<file path="config.mk">
export PLATFORM = sky130hd
export DESIGN_NAME = vram_access_arbiter
export DESIGN_NICKNAME = d
export VERILOG_FILES = /design/src/rtl/vram_access_arbiter.sv
export SDC_FILE = /design/constraint.sdc
export NUM_CORES = 1
export LEC_CHECK = 0
export BUFFER_PORTS_ARGS = -buffer_cell sky130_fd_sc_hd__buf_2
export CAP_MARGIN = 40
export CORE_AREA = 10 10 106 108
export CTS_BUF_LIST = sky130_fd_sc_hd__clkbuf_16
export DETAILED_ROUTE_END_ITERATION = 12
export DIE_AREA = 0 0 116 118
export PLACE_DENSITY = 0.85
export SETUP_SLACK_MARGIN = 0.02
export SYNTH_ARGS = -nofsm -noshare
export SYNTH_HDL_FRONTEND = slang
export SYNTH_SLANG_ARGS = --single-unit
</file>
<file path="constraint.sdc">
create_clock -name CLK -period 4.15 [get_ports CLK]
set_clock_uncertainty 0.2 [all_clocks]
set_input_delay 0.2075 -clock CLK [delete_from_list [all_inputs] [get_ports CLK]]
set_output_delay 0.2075 -clock CLK [all_outputs]
set_load 0.05 [all_outputs]
</file>
<file path="src/rtl/vram_access_arbiter.sv">
// Arbitrates one single-port VRAM between the Avalon CPU slave and the VGA glyph fetcher.
// Optional CPU anti-starvation limit on VGA bursts: define VRAM_ARB_FAIRNESS_EN.
module vram_access_arbiter #(
  parameter int DEPTH         = 600,
  parameter int ADDR_W        = 10,
  parameter int MAX_VGA_BURST = 4
) (
  input  logic              CLK,
  input  logic              RESET,
  input  logic              AVL_READ,
  input  logic              AVL_WRITE,
  input  logic              AVL_CS,
  input  logic [3:0]        AVL_BYTE_EN,
  input  logic [ADDR_W-1:0] AVL_ADDR,
  input  logic [31:0]       AVL_WRITEDATA,
  output logic [31:0]       AVL_READDATA,
  output logic              AVL_WAITREQUEST,
  input  logic              VGA_REQ,
  input  logic [ADDR_W-1:0] VGA_ADDR,
  output logic [31:0]       VGA_RDATA,
  output logic              VGA_VALID,
  output logic              VGA_OVERRUN,
  output logic [ADDR_W-1:0] RAM_ADDR,
  output logic              RAM_WE,
  output logic [3:0]        RAM_BE,
  output logic [31:0]       RAM_WDATA,
  input  logic [31:0]       RAM_RDATA
);

  typedef enum logic [2:0] {
    S_IDLE,
    S_VGA_ISSUE,
    S_VGA_DATA,
    S_CPU_ISSUE,
    S_CPU_DATA
  } state_t;

  localparam logic [ADDR_W:0] DEPTH_L = DEPTH[ADDR_W:0];

  function automatic logic in_range(input logic [ADDR_W-1:0] a);
    return ({1'b0, a} < DEPTH_L);
  endfunction

  state_t            state_q, state_d;
  logic              vga_pend_q, vga_pend_d;
  logic [ADDR_W-1:0] vga_pend_addr_q, vga_pend_addr_d;
  logic [ADDR_W-1:0] vga_addr_q, vga_addr_d;
  logic              vga_inr_q, vga_inr_d;
  logic [31:0]       vga_rdata_q, vga_rdata_d;
  logic              vga_ovr_q, vga_ovr_d;
  logic [ADDR_W-1:0] cpu_addr_q, cpu_addr_d;
  logic [31:0]       cpu_wdata_q, cpu_wdata_d;
  logic [3:0]        cpu_be_q, cpu_be_d;
  logic              cpu_rd_q, cpu_rd_d;
  logic              cpu_inr_q, cpu_inr_d;

  logic              cpu_req;
  logic              vga_want;
  logic              cpu_turn;
  logic              vga_grant;
  logic              cpu_grant;
  logic [ADDR_W-1:0] vga_sel_addr;

  // A fetch pulse arriving in IDLE is granted directly so VGA data lands two cycles later.
  assign cpu_req      = AVL_CS & (AVL_READ | AVL_WRITE);
  assign vga_want     = vga_pend_q | VGA_REQ;
  assign vga_sel_addr = VGA_REQ ? VGA_ADDR : vga_pend_addr_q;
  assign vga_grant    = (state_q == S_IDLE) && vga_want && !cpu_turn;
  assign cpu_grant    = (state_q == S_IDLE) && cpu_req && !vga_grant;

`ifdef VRAM_ARB_FAIRNESS_EN
  localparam int CNT_W = (MAX_VGA_BURST < 1) ? 1 : $clog2(MAX_VGA_BURST + 1);
  localparam logic [CNT_W-1:0] BURST_MAX = CNT_W'(MAX_VGA_BURST);

  logic [CNT_W-1:0] burst_q, burst_d;

  assign cpu_turn = cpu_req && (burst_q >= BURST_MAX);

  always_ff @(posedge CLK) begin
    if (RESET) begin
      burst_q <= '0;
    end else begin
      burst_q <= burst_d;
    end
  end

  // Counts VGA grants taken while the CPU is left waiting; any CPU grant clears it.
  always_comb begin
    burst_d = burst_q;
    if (cpu_grant) begin
      burst_d = '0;
    end else if (vga_grant && cpu_req) begin
      burst_d = burst_q + 1'b1;
    end
  end
`else
  // Strict VGA priority: the burst limit is inert in this build.
  assign cpu_turn = (MAX_VGA_BURST < 0);
`endif

  assign VGA_OVERRUN = vga_ovr_q;

  always_ff @(posedge CLK) begin
    if (RESET) begin
      state_q         <= S_IDLE;
      vga_pend_q      <= 1'b0;
      vga_pend_addr_q <= '0;
      vga_addr_q      <= '0;
      vga_inr_q       <= 1'b0;
      vga_rdata_q     <= '0;
      vga_ovr_q       <= 1'b0;
      cpu_addr_q      <= '0;
      cpu_wdata_q     <= '0;
      cpu_be_q        <= '0;
      cpu_rd_q        <= 1'b0;
      cpu_inr_q       <= 1'b0;
    end else begin
      state_q         <= state_d;
      vga_pend_q      <= vga_pend_d;
      vga_pend_addr_q <= vga_pend_addr_d;
      vga_addr_q      <= vga_addr_d;
      vga_inr_q       <= vga_inr_d;
      vga_rdata_q     <= vga_rdata_d;
      vga_ovr_q       <= vga_ovr_d;
      cpu_addr_q      <= cpu_addr_d;
      cpu_wdata_q     <= cpu_wdata_d;
      cpu_be_q        <= cpu_be_d;
      cpu_rd_q        <= cpu_rd_d;
      cpu_inr_q       <= cpu_inr_d;
    end
  end

  always_comb begin
    state_d         = state_q;
    vga_pend_d      = vga_pend_q;
    vga_pend_addr_d = vga_pend_addr_q;
    vga_addr_d      = vga_addr_q;
    vga_inr_d       = vga_inr_q;
    vga_rdata_d     = vga_rdata_q;
    vga_ovr_d       = vga_ovr_q;
    cpu_addr_d      = cpu_addr_q;
    cpu_wdata_d     = cpu_wdata_q;
    cpu_be_d        = cpu_be_q;
    cpu_rd_d        = cpu_rd_q;
    cpu_inr_d       = cpu_inr_q;

    AVL_WAITREQUEST = 1'b1;
    AVL_READDATA    = '0;
    VGA_RDATA       = RESET ? '0 : vga_rdata_q;
    VGA_VALID       = 1'b0;
    RAM_ADDR        = '0;
    RAM_WE          = 1'b0;
    RAM_BE          = '0;
    RAM_WDATA       = '0;

    if (VGA_REQ) begin
      vga_pend_d      = 1'b1;
      vga_pend_addr_d = VGA_ADDR;
      if (vga_pend_q) begin
        vga_ovr_d = 1'b1;
      end
    end

    // Reset suppresses any completion visible in the same cycle; the access is dropped.
    if (!RESET) begin
      unique case (state_q)
        S_IDLE: begin
          if (vga_grant) begin
            state_d    = S_VGA_ISSUE;
            vga_pend_d = 1'b0;
            vga_addr_d = vga_sel_addr;
            vga_inr_d  = in_range(vga_sel_addr);
          end else if (cpu_grant) begin
            state_d     = S_CPU_ISSUE;
            cpu_addr_d  = AVL_ADDR;
            cpu_wdata_d = AVL_WRITEDATA;
            cpu_be_d    = AVL_BYTE_EN;
            cpu_rd_d    = AVL_READ;
            cpu_inr_d   = in_range(AVL_ADDR);
          end
        end
        S_VGA_ISSUE: begin
          RAM_ADDR = vga_addr_q;
          state_d  = S_VGA_DATA;
        end
        S_VGA_DATA: begin
          vga_rdata_d = vga_inr_q ? RAM_RDATA : '0;
          VGA_RDATA   = vga_rdata_d;
          VGA_VALID   = 1'b1;
          state_d     = S_IDLE;
        end
        S_CPU_ISSUE: begin
          RAM_ADDR = cpu_addr_q;
          if (cpu_rd_q) begin
            state_d = S_CPU_DATA;
          end else begin
            RAM_WE          = cpu_inr_q;
            RAM_BE          = cpu_inr_q ? cpu_be_q : 4'h0;
            RAM_WDATA       = cpu_wdata_q;
            AVL_WAITREQUEST = 1'b0;
            state_d         = S_IDLE;
          end
        end
        S_CPU_DATA: begin
          AVL_READDATA    = cpu_inr_q ? RAM_RDATA : '0;
          AVL_WAITREQUEST = 1'b0;
          state_d         = S_IDLE;
        end
        default: state_d = S_IDLE;
      endcase
    end
  end

endmodule

</file>
[Word-level counts from Yosys, hierarchy flattened]
Cells that the tools add are included.
Widths: inputs -> output; s select.
Storage, ports and cells
  flip-flop bits (word level): 106
  input bits: 94
  output and inout bits: 114
  word-level logic and storage cells: 63
Cells by class
  order comparisons: 2
  eq/ne operators: 5
  multiplexer cells: 32
  bitwise logic cells: 4
  reduce and logical (&&, ||, !) cells: 8
Operators with widths (number)
  $mux 32: 10
  $lt 10x10->1 const B: 2
  $mux 10: 2
  $pmux 10 s2: 1
  $mux 4: 4
  $mux 1: 10
  $mux 3: 3
  $pmux 3 s3: 1
  $eq 3x2->1 const B: 2
  $reduce_and 2->1: 2
  $eq 3x1->1 const B: 1
  $eq 3x3->1 const B: 1
  $logic_and 1x1->1: 3
  $logic_not 3->1: 1
  $ne 3x3->1 const B: 1
  $reduce_and 3->1: 1
  $or 1x1->1: 2
  $pmux 1 s2: 1
  $and 1x1->1: 1
  $logic_not 1->1: 1
  $not 1->1: 1

[Depth between registers and ports, before layout]
Gate-level depths: netlist (run 1).
  depth in word-level cells: 7
  gate-level depth with buffers: 7

[Least setup slack after synthesis (run 1)]
No wires, ideal clock.
  path kind: flip-flop to output port
  from: register state_q[1]
  to: output port RAM_WDATA[10]
  data arrival time: 1.610 ns
  required time: 3.743 ns
  path slack: 2.132 ns
  stages on the path, launching flop included: 7
  path buffers: 3
  path through: dfxtp_1 buf_2 nor2b_1 and3_1 buf_2 clkbuf_1 and2_1
On the way
  word-level cells in the longest chain between the ends: 3
RTL lines
  start: declaration: line 44  | state_t state_q, state_d;
  start signal: assignment: line 118  | state_q <= state_d;
  $eq 3x2->1: line 166  | unique case (state_q)
  $mux 32: line 166
  $mux 32: line 165  | if (!RESET) begin
  end: declaration: line 26  | output logic [31:0] RAM_WDATA,
Every way passes these cells.

[Final worst setup path (run 1)]
  from: register state_q[1]
  to: output port VGA_RDATA[21]
On the way
  word-level cells in the longest chain between the ends: 3
RTL lines
  $eq 3x2->1: line 166
  $mux 32: line 166
  $mux 32: line 165
  end: declaration: line 20  | output logic [31:0] VGA_RDATA,
Every way passes these cells.

==> impl_metrics.yaml, run 1 <==
route:
  drcViolationCount: 0
  wirelength_um: 16730
  dr.pass1.iters: 5
  vias_per_cell: 5.379
  num_vias: 4949
  antenna_left: 0
  wl_per_cell_um: 18.19
  drt_iter0_markers: 452
synth:
  yosysUniqueCellTypes: 32
  ys.flop_type: "dfxtp_1"
  synth.most_common_cell: "dfxtp_1"
  syn_nets: 622
  synth_area_mm2: 0.004579
  yosys.area.top_type_share_pct: 46.34
  ys_ff_latch: 106
  synth_largest_area_cell: "dfxtp_1"
  synthTopCellsByCount: "106 x dfxtp_1, 96 x nand2_1, 67 x and2_1"
  synth_edf_count: 0
  yosysSeqAreaShare_pct: 46.34
  async_reset_ff_share_pct: 0
  ys_top_cells_by_area: "dfxtp_1 46%, a22o_1 12%, and2_1 9.2%"
  synthCells: 528
  syn_avg_cell_area_um2: 8.673
  synth_warnings: 0
sta:
  slew_viol_final: 0
  grt_setup_unrepaired: "false"
  fin_crit_ps: 3314
  setup_tns_ps: 0
  fin_crit_sh_pct: 79.85
  slew_headroom_pct: 38.46
  setup_viol: 0
  tightest_slew_ps: 922.3
  fmaxAchievable_mhz: 301.8
  finalHoldViolCount: 0
  timing.hold.ws_ps: 108.4
clocking:
  cts.htree.levels: 3
  cts_tree: "yes"
  cts.sinks: 106
  insertion_delay_ps: 330
  cts_resized: 0
  path_clk_slew_ps: 70
  root_buffer: "clkbuf_16"
  cts_buffers: 9
  cts_setup_buffers: 0
  clk_path_buf_depth: 2
placement:
  hpwl_um: 10660
  io_buffers: 207
  place.gp.congestion: 0.9055
critical_path:
  cp.required_ps: 3740
  cp_num_cells: 4
  cp_top_family: "simple AND/OR/NAND/NOR gates"
  cpMaxStageDelayCell: "dfxtp_1"
  setup.worst_path.start: "state_q[1]$_SDFFE_PP0P_"
  crit_chain: "nor2b_1 > and3_2 > a22o_1 > buf_2"
  critical_path_buf_inv_count: 1
  critPathKind: "flip-flop to output port"
  endpoint_kind: "output port"
  path_max_fanout: 49
  reg2reg_depth: 6
  cp.arrival_ps: 2910
  critPathLaunchType: "flip-flop"
  rr_startpoint: "state_q[1]$_SDFFE_PP0P_"
  slowest_delay_ps: 910
global_routing:
  antenna_found_initial: 2
  grt_max_degree: 50
  grt_pass1_wl_um: 26150
  grt_pass1_vias: 5100
  globalRouteOverflowTotal: 0
  grt_use_total_pct: 23.25
floorplanning:
  pin_count: 208
  die_height_um: 118
  fp-row-count: 35
  start_util_pct: 50.27
  die_w_um: 116
  dieArea_mm2: 0.01369
  core_area_mm2: 0.009109
worst_hold_path:
  hold_class: "primary input to flip-flop"
  hp-start: "VGA_ADDR[6]"
  hold_path_depth: 4
outcome:
  status: "completed"
cells_and_area:
  postLayoutCoreUtil_pct: 75.93
  nets: 895
  drive_above_1_share_pct: 29.78
  syn2layout_area_growth_pct: 51.04
power:
  leakagePower_nw: 3.255
  vdd_ir_drop_max_mv: 0.2262
  power_mw: 2.368
  power-per-cell-area_mw_per_mm2: 342.4
job:
  drv_cap: 0
## routing by layer
layer / routed length, um / up-vias / GRT usage (%)
li1: - / 2357 / -
met3: 1609 / 40 / 7.543
met5: 0 / - / 0
met4: 432 / 0 / 8.920
met1: 6042 / 2299 / 23.77
met2: 8649 / 253 / 42.11
## state kept, by name, indices dropped and copies added, names as in the netlist, 3 cells and up
name             count
cpu_wdata_q         32
cpu_be_q             4
vga_pend_addr_q     10
cpu_addr_q          10
state_q              3
vga_addr_q          10
vga_rdata_q         32
## cells in the final DEF, fill, tap and decap left out, types with 2 or more instances in the layout
| cell | netlist | routed |
|---|---|---|
| buf_2 | 23 | 207 |
| dfxtp_1 | 106 | 106 |
| nand2_1 | 96 | 96 |
| dlygate4sd3_1 | 0 | 89 |
| and2_1 | 67 | 67 |
| a22o_1 | 64 | 64 |
| a21oi_1 | 51 | 51 |
| nor2_1 | 37 | 37 |
| mux2i_1 | 19 | 19 |
| a211oi_1 | 10 | 10 |
| clkbuf_16 | 0 | 9 |
| buf_4 | 1 | 9 |
| and3_1 | 7 | 6 |
| diode_2 | 0 | 3 |
| nor2b_1 | 3 | 3 |
| nand2b_1 | 3 | 3 |
| inv_6 | 0 | 3 |
| inv_1 | 2 | 2 |
| nor3_1 | 2 | 2 |
| a311oi_1 | 2 | 2 |
| bufinv_16 | 0 | 2 |
| buf_16 | 0 | 2 |
## worst min-delay path: cells and delay by family
kind	cells	cell delay, ps
buf+inv	1	100
simple gates	3	290
## power by group
group          internal [mW]  switching, mW
Clock                  0.534          0.372
Sequential              1.07         0.0350
Combinational          0.166          0.196
Total                   1.77          0.603
## per-stage QoR
step                      cells  worst slack (ps)  area (um^2)
final                       920             836.4         6917
after global routing        919             645.1         6914
after CTS                   917             891.8         6909
after detailed placement    812              1262         5694
after global placement      810              1417         5639
after floorplan             528              2132         4579
## what timing repair did
item,CTS,global route
endpoints found under the setup margin,0,0
hold endpoints to repair,89,0
hold buffers,89,0
## cell type report
type | count | area (um^2)
Timing Repair Buffer | 307 | 2049
Fill cell | 608 | 2192
Multi-Input combinational cell | 375 | 2267
Tap cell | 111 | 138.9
Clock buffer | 9 | 225.2
Clock inverter | 7 | 98.84
Sequential cell | 106 | 2122
Antenna cell | 3 | 7.507
Inverter | 2 | 7.507
## kinds of logic after synthesis
| kind of cell | Yosys count | share of synthesized area [%] |
|---|---|---|
| AOI/OAI and AO/OA | 135 | 21.20 |
| muxes | 19 | 4.153 |
| and+or+nand+nor | 221 | 23.58 |
| buffers and inverters | 47 | 4.727 |
| DFF | 106 | 46.34 |
## final timing paths
kind	end	slack (ps)
min	vga_pend_addr_q[6]$_SDFF_PP0_	110
max reg2reg	cpu_inr_q$_SDFFE_PP0P_	1370
min reg2reg	cpu_be_q[3]$_SDFFE_PP0P_	250
max	VGA_RDATA[21]	840
Note: power is estimated with default switching activity, not from simulation.
==> run 2, diff against run 1 <==
--- a/config.mk
+++ b/config.mk
@@ -7,11 +7,11 @@
 export LEC_CHECK = 0
 export BUFFER_PORTS_ARGS = -buffer_cell sky130_fd_sc_hd__buf_2
 export CAP_MARGIN = 40
-export CORE_AREA = 10 10 106 108
+export CORE_AREA = 10 10 116 118
 export CTS_BUF_LIST = sky130_fd_sc_hd__clkbuf_16
 export DETAILED_ROUTE_END_ITERATION = 12
-export DIE_AREA = 0 0 116 118
-export PLACE_DENSITY = 0.85
+export DIE_AREA = 0 0 126 128
+export PLACE_DENSITY = 0.74
 export SETUP_SLACK_MARGIN = 0.02
 export SYNTH_ARGS = -nofsm -noshare
 export SYNTH_HDL_FRONTEND = slang
==> constraint.sdc (replaced) <==
create_clock -name CLK -period 3 [get_ports CLK]
set_clock_uncertainty 0.2 [all_clocks]
set_input_delay 0.15 -clock CLK [delete_from_list [all_inputs] [get_ports CLK]]
set_output_delay 0.15 -clock CLK [all_outputs]
set_load 0.05 [all_outputs]
==> impl_metrics.yaml, run 2 (same netlist as run 1, synthesis figures left out) <==
global_routing:
  grt_pass1_vias: 4948
  antenna_found_initial: 0
  grt_pass1_wl_um: 25210
  globalRouteOverflowTotal: 0
  grt_use_total_pct: 18.83
  grt_max_degree: 67
power:
  leakagePower_nw: 3.273
  power-per-cell-area_mw_per_mm2: 456.7
  power_mw: 3.182
  vdd_ir_drop_max_mv: 0.2537
cells_and_area:
  stdcell_count: 953
  diodes: 0
  reg_top3: "cpu_wdata_q (32), vga_rdata_q (32)"
  syn2layout_area_growth_pct: 52.16
  nFillCells: 922
  multi_input_area_mm2: 0.002267
  drive_above_1_share_pct: 29.26
  final_cell_mix: "207 x buf_2, 106 x dfxtp_1, 96 x nand2_1"
  layout_commonest_cell: "buf_2"
  ff_latch_area_mm2: 0.002122
  nets: 899
  final_area_mm2: 0.006968
placement:
  io_buffers: 207
  hpwl_um: 10830
  place_inst: 843
  place.gp.congestion: 0.9104
  place_area_mm2: 0.005732
  dpl_worst_slack_ps: 663.2
clocking:
  ctsHoldBuffers: 94
  clk_path_buf_depth: 2
  cts_resized: 0
  root_buffer: "clkbuf_16"
  cts.sinks: 106
  insertion_delay_ps: 340
  cts_buffers: 9
  path_clk_slew_ps: 70
  cts_setup_buffers: 0
  cts.htree.levels: 3
  cts_tree: "yes"
critical_path:
  rr_startpoint: "state_q[2]$_SDFFE_PP0P_"
  setup.worst_path.start: "state_q[1]$_SDFFE_PP0P_"
  critPathLaunchType: "flip-flop"
  path_max_fanout: 37
  critical_path_buf_inv_count: 3
  cp.required_ps: 2650
  cp_top_family: "buffers and inverters"
  endpoint_kind: "output port"
  cp.arrival_ps: 2380
  cpMaxStageDelayCell: "dfxtp_1"
  crit_chain: "buf_4 > nor2b_1 > and3_1 > buf_4 > and3_1 > buf_2"
  critPathKind: "flip-flop to output port"
  slowest_delay_ps: 510
sta:
  setup_viol: 0
  fin_crit_ps: 2729
  setup_tns_ps: 0
  setup_ws_ps: 270.9
  grt_setup_unrepaired: "false"
  finalHoldViolCount: 0
  slew_viol_final: 0
  fmaxAchievable_mhz: 366.4
  tightest_slew_ps: 679.6
  slew_headroom_pct: 54.69
  fin_crit_sh_pct: 90.97
route:
  drt_iter0_markers: 291
  drt-met1-wl_um: 6642
  dr.pass1.iters: 5
  vias_per_cell: 5.097
  dr_wl_met3_um: 1299
  wirelength_um: 16110
  drcViolationCount: 0
  antenna_left: 0
  top_layer_used: "met4"
  num_vias: 4857
  wl_met2_um: 7748
  wl_per_cell_um: 16.90
floorplanning:
  dieArea_mm2: 0.01613
  fp-row-count: 39
  die_w_um: 126
  start_util_pct: 40.80
  pin_count: 208
  core_area_mm2: 0.01122
  die_height_um: 128
job:
  drv_cap: 0
outcome:
  status: "completed"
worst_hold_path:
  hold_class: "primary input to flip-flop"
  hp-start: "RESET"
==> run 2: final timing paths <==
kind | endpoint | slack [ps] | depth (start not counted)
setup reg to reg | cpu_inr_q$_SDFFE_PP0P_ | 520 | 6
hold reg to reg | cpu_wdata_q[10]$_SDFFE_PP0P_ | 250 | 2
setup / recovery | RAM_BE[2] | 270 | 6
hold / removal | state_q[1]$_SDFFE_PP0P_ | 20 | 2
==> run 2: final cells by class <==
type | count | share of cell area, %
Tap cell | 143 | 2.568
Inverter | 2 | 0.1077
Timing Repair Buffer | 311 | 30.10
Multi-Input combinational cell | 375 | 32.54
Clock inverter | 7 | 1.006
Sequential cell | 106 | 30.45
Clock buffer | 9 | 3.232
==> run 2: where the power goes <==
group / switching [mW] / leakage [nW] / total (mW) / internal (mW)
logic: 0.272 / 2.26 / 0.501 / 0.229
clock network: 0.518 / 0.146 / 1.17 / 0.647
registers: 0.0414 / 0.862 / 1.52 / 1.47
total: 0.832 / 3.27 / 3.18 / 2.35
==> run 2: stage by stage <==
step	utilization (%)	hold WS (ps)
floorplan	-	58.74
global placement	50.82	170.2
detailed placement	51.07	169.9
CTS	62.08	7.076
global route	62.08	36.87
finish	62.08	17.67
==> run 2: metal layers <==
layer / up-vias / track usage, %
met4: 0 / 7.167
met5: - / 0
met2: 204 / 32.27
met3: 35 / 5.914
met1: 2250 / 21.48
li1: 2368 / -
==> run 3, diff against run 2 <==
--- a/config.mk
+++ b/config.mk
@@ -5,13 +5,14 @@
 export SDC_FILE = /design/constraint.sdc
 export NUM_CORES = 1
 export LEC_CHECK = 0
+export ABC_AREA = 1
 export BUFFER_PORTS_ARGS = -buffer_cell sky130_fd_sc_hd__buf_2
 export CAP_MARGIN = 40
-export CORE_AREA = 10 10 116 118
+export CORE_AREA = 10 10 117 119
 export CTS_BUF_LIST = sky130_fd_sc_hd__clkbuf_16
 export DETAILED_ROUTE_END_ITERATION = 12
-export DIE_AREA = 0 0 126 128
-export PLACE_DENSITY = 0.74
+export DIE_AREA = 0 0 127 129
+export PLACE_DENSITY = 0.75
 export SETUP_SLACK_MARGIN = 0.02
 export SYNTH_ARGS = -nofsm -noshare
 export SYNTH_HDL_FRONTEND = slang
==> impl_metrics.yaml, run 3 <==
job:
  drv_cap: 0
placement:
  hpwl_um: 10920
  io_buffers: 207
  place.gp.congestion: 0.8638
  dpl_worst_slack_ps: 934.7
critical_path:
  reg2reg_depth: 7
  critPathLaunchType: "flip-flop"
  slowest_delay_ps: 360
  cp.required_ps: 2650
  cpMaxStageDelayCell: "buf_4"
  path_max_fanout: 37
  rr_startpoint: "state_q[0]$_SDFFE_PP0P_"
  cp.arrival_ps: 2010
  endpoint_kind: "output port"
  crit_chain: "inv_1 > nand3_1 > clkinv_1 > buf_4 > nand2_1 > a21oi_1 > buf_2"
  critPathKind: "flip-flop to output port"
  rrSetupSlack_ps: 1110
  worstReg2RegEnd: "cpu_wdata_q[17]$_SDFFE_PP0P_"
route:
  num_vias: 5580
  wirelength_um: 16630
  drt_iter0_markers: 374
  dr.pass1.iters: 5
  wl_per_cell_um: 14.71
  drcViolationCount: 0
  antenna_left: 0
  vias_per_cell: 4.938
cells_and_area:
  syn2layout_area_growth_pct: 48.00
  reg_top3: "cpu_wdata_q (32), vga_rdata_q (32)"
  drive_above_1_share_pct: 24.65
  postLayoutCoreUtil_pct: 62.12
  layout_commonest_cell: "buf_2"
  final_cell_mix: "207 x buf_2, 168 x nor2_1, 160 x nand2_1"
  ff_latch_area_mm2: 0.002122
  multi_input_area_mm2: 0.002290
  nFillCells: 975
  nets: 1075
clocking:
  cts.htree.levels: 3
  cts_resized: 0
  path_clk_slew_ps: 70
  insertion_delay_ps: 340
  cts.sinks: 106
  root_buffer: "clkbuf_16"
  cts_setup_buffers: 0
  clk_path_buf_depth: 2
  cts_buffers: 9
  cts_tree: "yes"
worst_hold_path:
  hold_class: "primary input to flip-flop"
  hold_path_depth: 3
  hp-start: "VGA_REQ"
  hold_end: "vga_pend_addr_q[6]$_SDFF_PP0_"
synth:
  synthTopCellsByCount: "168 x nor2_1, 160 x nand2_1, 106 x dfxtp_1"
  yosysSeqAreaShare_pct: 44.66
  syn_avg_cell_area_um2: 6.674
  synthCells: 712
  ys_ff_latch: 106
  ys_top_cells_by_area: "dfxtp_1 45%, nor2_1 13%, nand2_1 13%"
  yosys.area.top_type_share_pct: 44.66
  ys.flop_type: "dfxtp_1"
  synth_area_mm2: 0.004752
  synth_edf_count: 0
  synth_largest_area_cell: "dfxtp_1"
  yosysUniqueCellTypes: 25
  syn_nets: 806
  async_reset_ff_share_pct: 0
  synth.most_common_cell: "nor2_1"
  synth_warnings: 0
global_routing:
  grt_max_degree: 66
  globalRouteOverflowTotal: 0
  grt_use_total_pct: 19.15
  antenna_found_initial: 1
  grt_pass1_wl_um: 26120
  grt_pass1_vias: 5337
sta:
  fin_crit_sh_pct: 78.75
  grt_setup_unrepaired: "false"
  setup_ws_ps: 637.5
  slew_viol_final: 0
  finalHoldViolCount: 0
  slew_headroom_pct: 44.22
  fin_crit_ps: 2362
  setup_tns_ps: 0
  setup_viol: 0
  tightest_slew_ps: 833.5
  fmaxAchievable_mhz: 423.3
floorplanning:
  fp-row-count: 39
  die_height_um: 129
  die_w_um: 127
  pin_count: 208
  start_util_pct: 41.98
  core_area_mm2: 0.01132
  dieArea_mm2: 0.01638
power:
  vdd_ir_drop_max_mv: 0.2508
  power-per-cell-area_mw_per_mm2: 476.1
  leakagePower_nw: 3.176
outcome:
  status: "completed"
==> run 3: per-stage QoR <==
step           hold slack [ps]  cell area (um^2)  total power [mW]  std cells
4_1_cts                 0.5499              7030             3.376       1129
6_report                 25.71              7033             3.348       1130
2_1_floorplan            95.70              4752             1.931        712
5_1_grt                  34.77              7033             3.513       1130
3_3_place_gp             183.1              5786             2.077       1019
3_5_place_dp             194.0              5786             2.086       1019
==> run 3: how the worst max path moves through the flow <==
stage	depth (start not counted)	slack, ps	end	startpoint
floorplan	5	40	RAM_BE[0]	state_q[2]$_SDFFE_PP0P_
global placement	4	930	RAM_WDATA[30]	RESET
detailed placement	4	930	RAM_WDATA[30]	RESET
CTS	7	650	RAM_ADDR[8]	state_q[2]$_SDFFE_PP0P_
global route	7	470	RAM_ADDR[0]	state_q[2]$_SDFFE_PP0P_
finish	7	640	RAM_ADDR[2]	state_q[2]$_SDFFE_PP0P_
==> run 3: cell type report <==
type	count	share of cell area (%)
multi-input cells	531	32.56
repair buffers	311	29.18
diodes	1	0.03558
clock buffers	9	3.202
well taps	143	2.544
clock inverters	7	1.121
inverters	22	1.192
flip-flops and latches	106	30.17
==> run 3: logic make-up after synthesis <==
logic type             count (synthesis)  synth area share [%]
buffers and inverters                 75                 7.161
and+or+nand+nor                      381                 31.91
DFF                                  106                 44.66
AOI/OAI and AO/OA                    150                 16.27
==> run 3: layer usage <==
layer | vias up | part of all wire (%) | routed length (um) | global-route usage, %
met1 | 2455 | 42 | 6962 | 22.28
met2 | 271 | 45 | 7426 | 30.65
met5 | - | 0 | 0 | 0
met3 | 33 | 11 | 1772 | 7.310
li1 | 2821 | - | - | -
met4 | 0 | 2.8 | 464 | 8.908
==> run 3: critical path, delay by kind of cell, from the launching register on <==
family	cells	cell delay (ps)
buffers and inverters	4	900
DFF	1	340
and+or+nand+nor	2	280
AOI/OAI and AO/OA	1	160
==> run 3: report_power, final <==
group	total (mW)	leakage, nW	switching (mW)	internal (mW)
Combinational	0.619	2.17	0.379	0.240
Clock	1.19	0.144	0.536	0.655
Sequential	1.54	0.864	0.0427	1.50
Total	3.35	3.18	0.958	2.39
==> run 3: what timing repair did <==
action	in CTS	in global routing
hold buffers	94	0
setup endpoints to repair	0	0
endpoints found under the hold margin	92	0
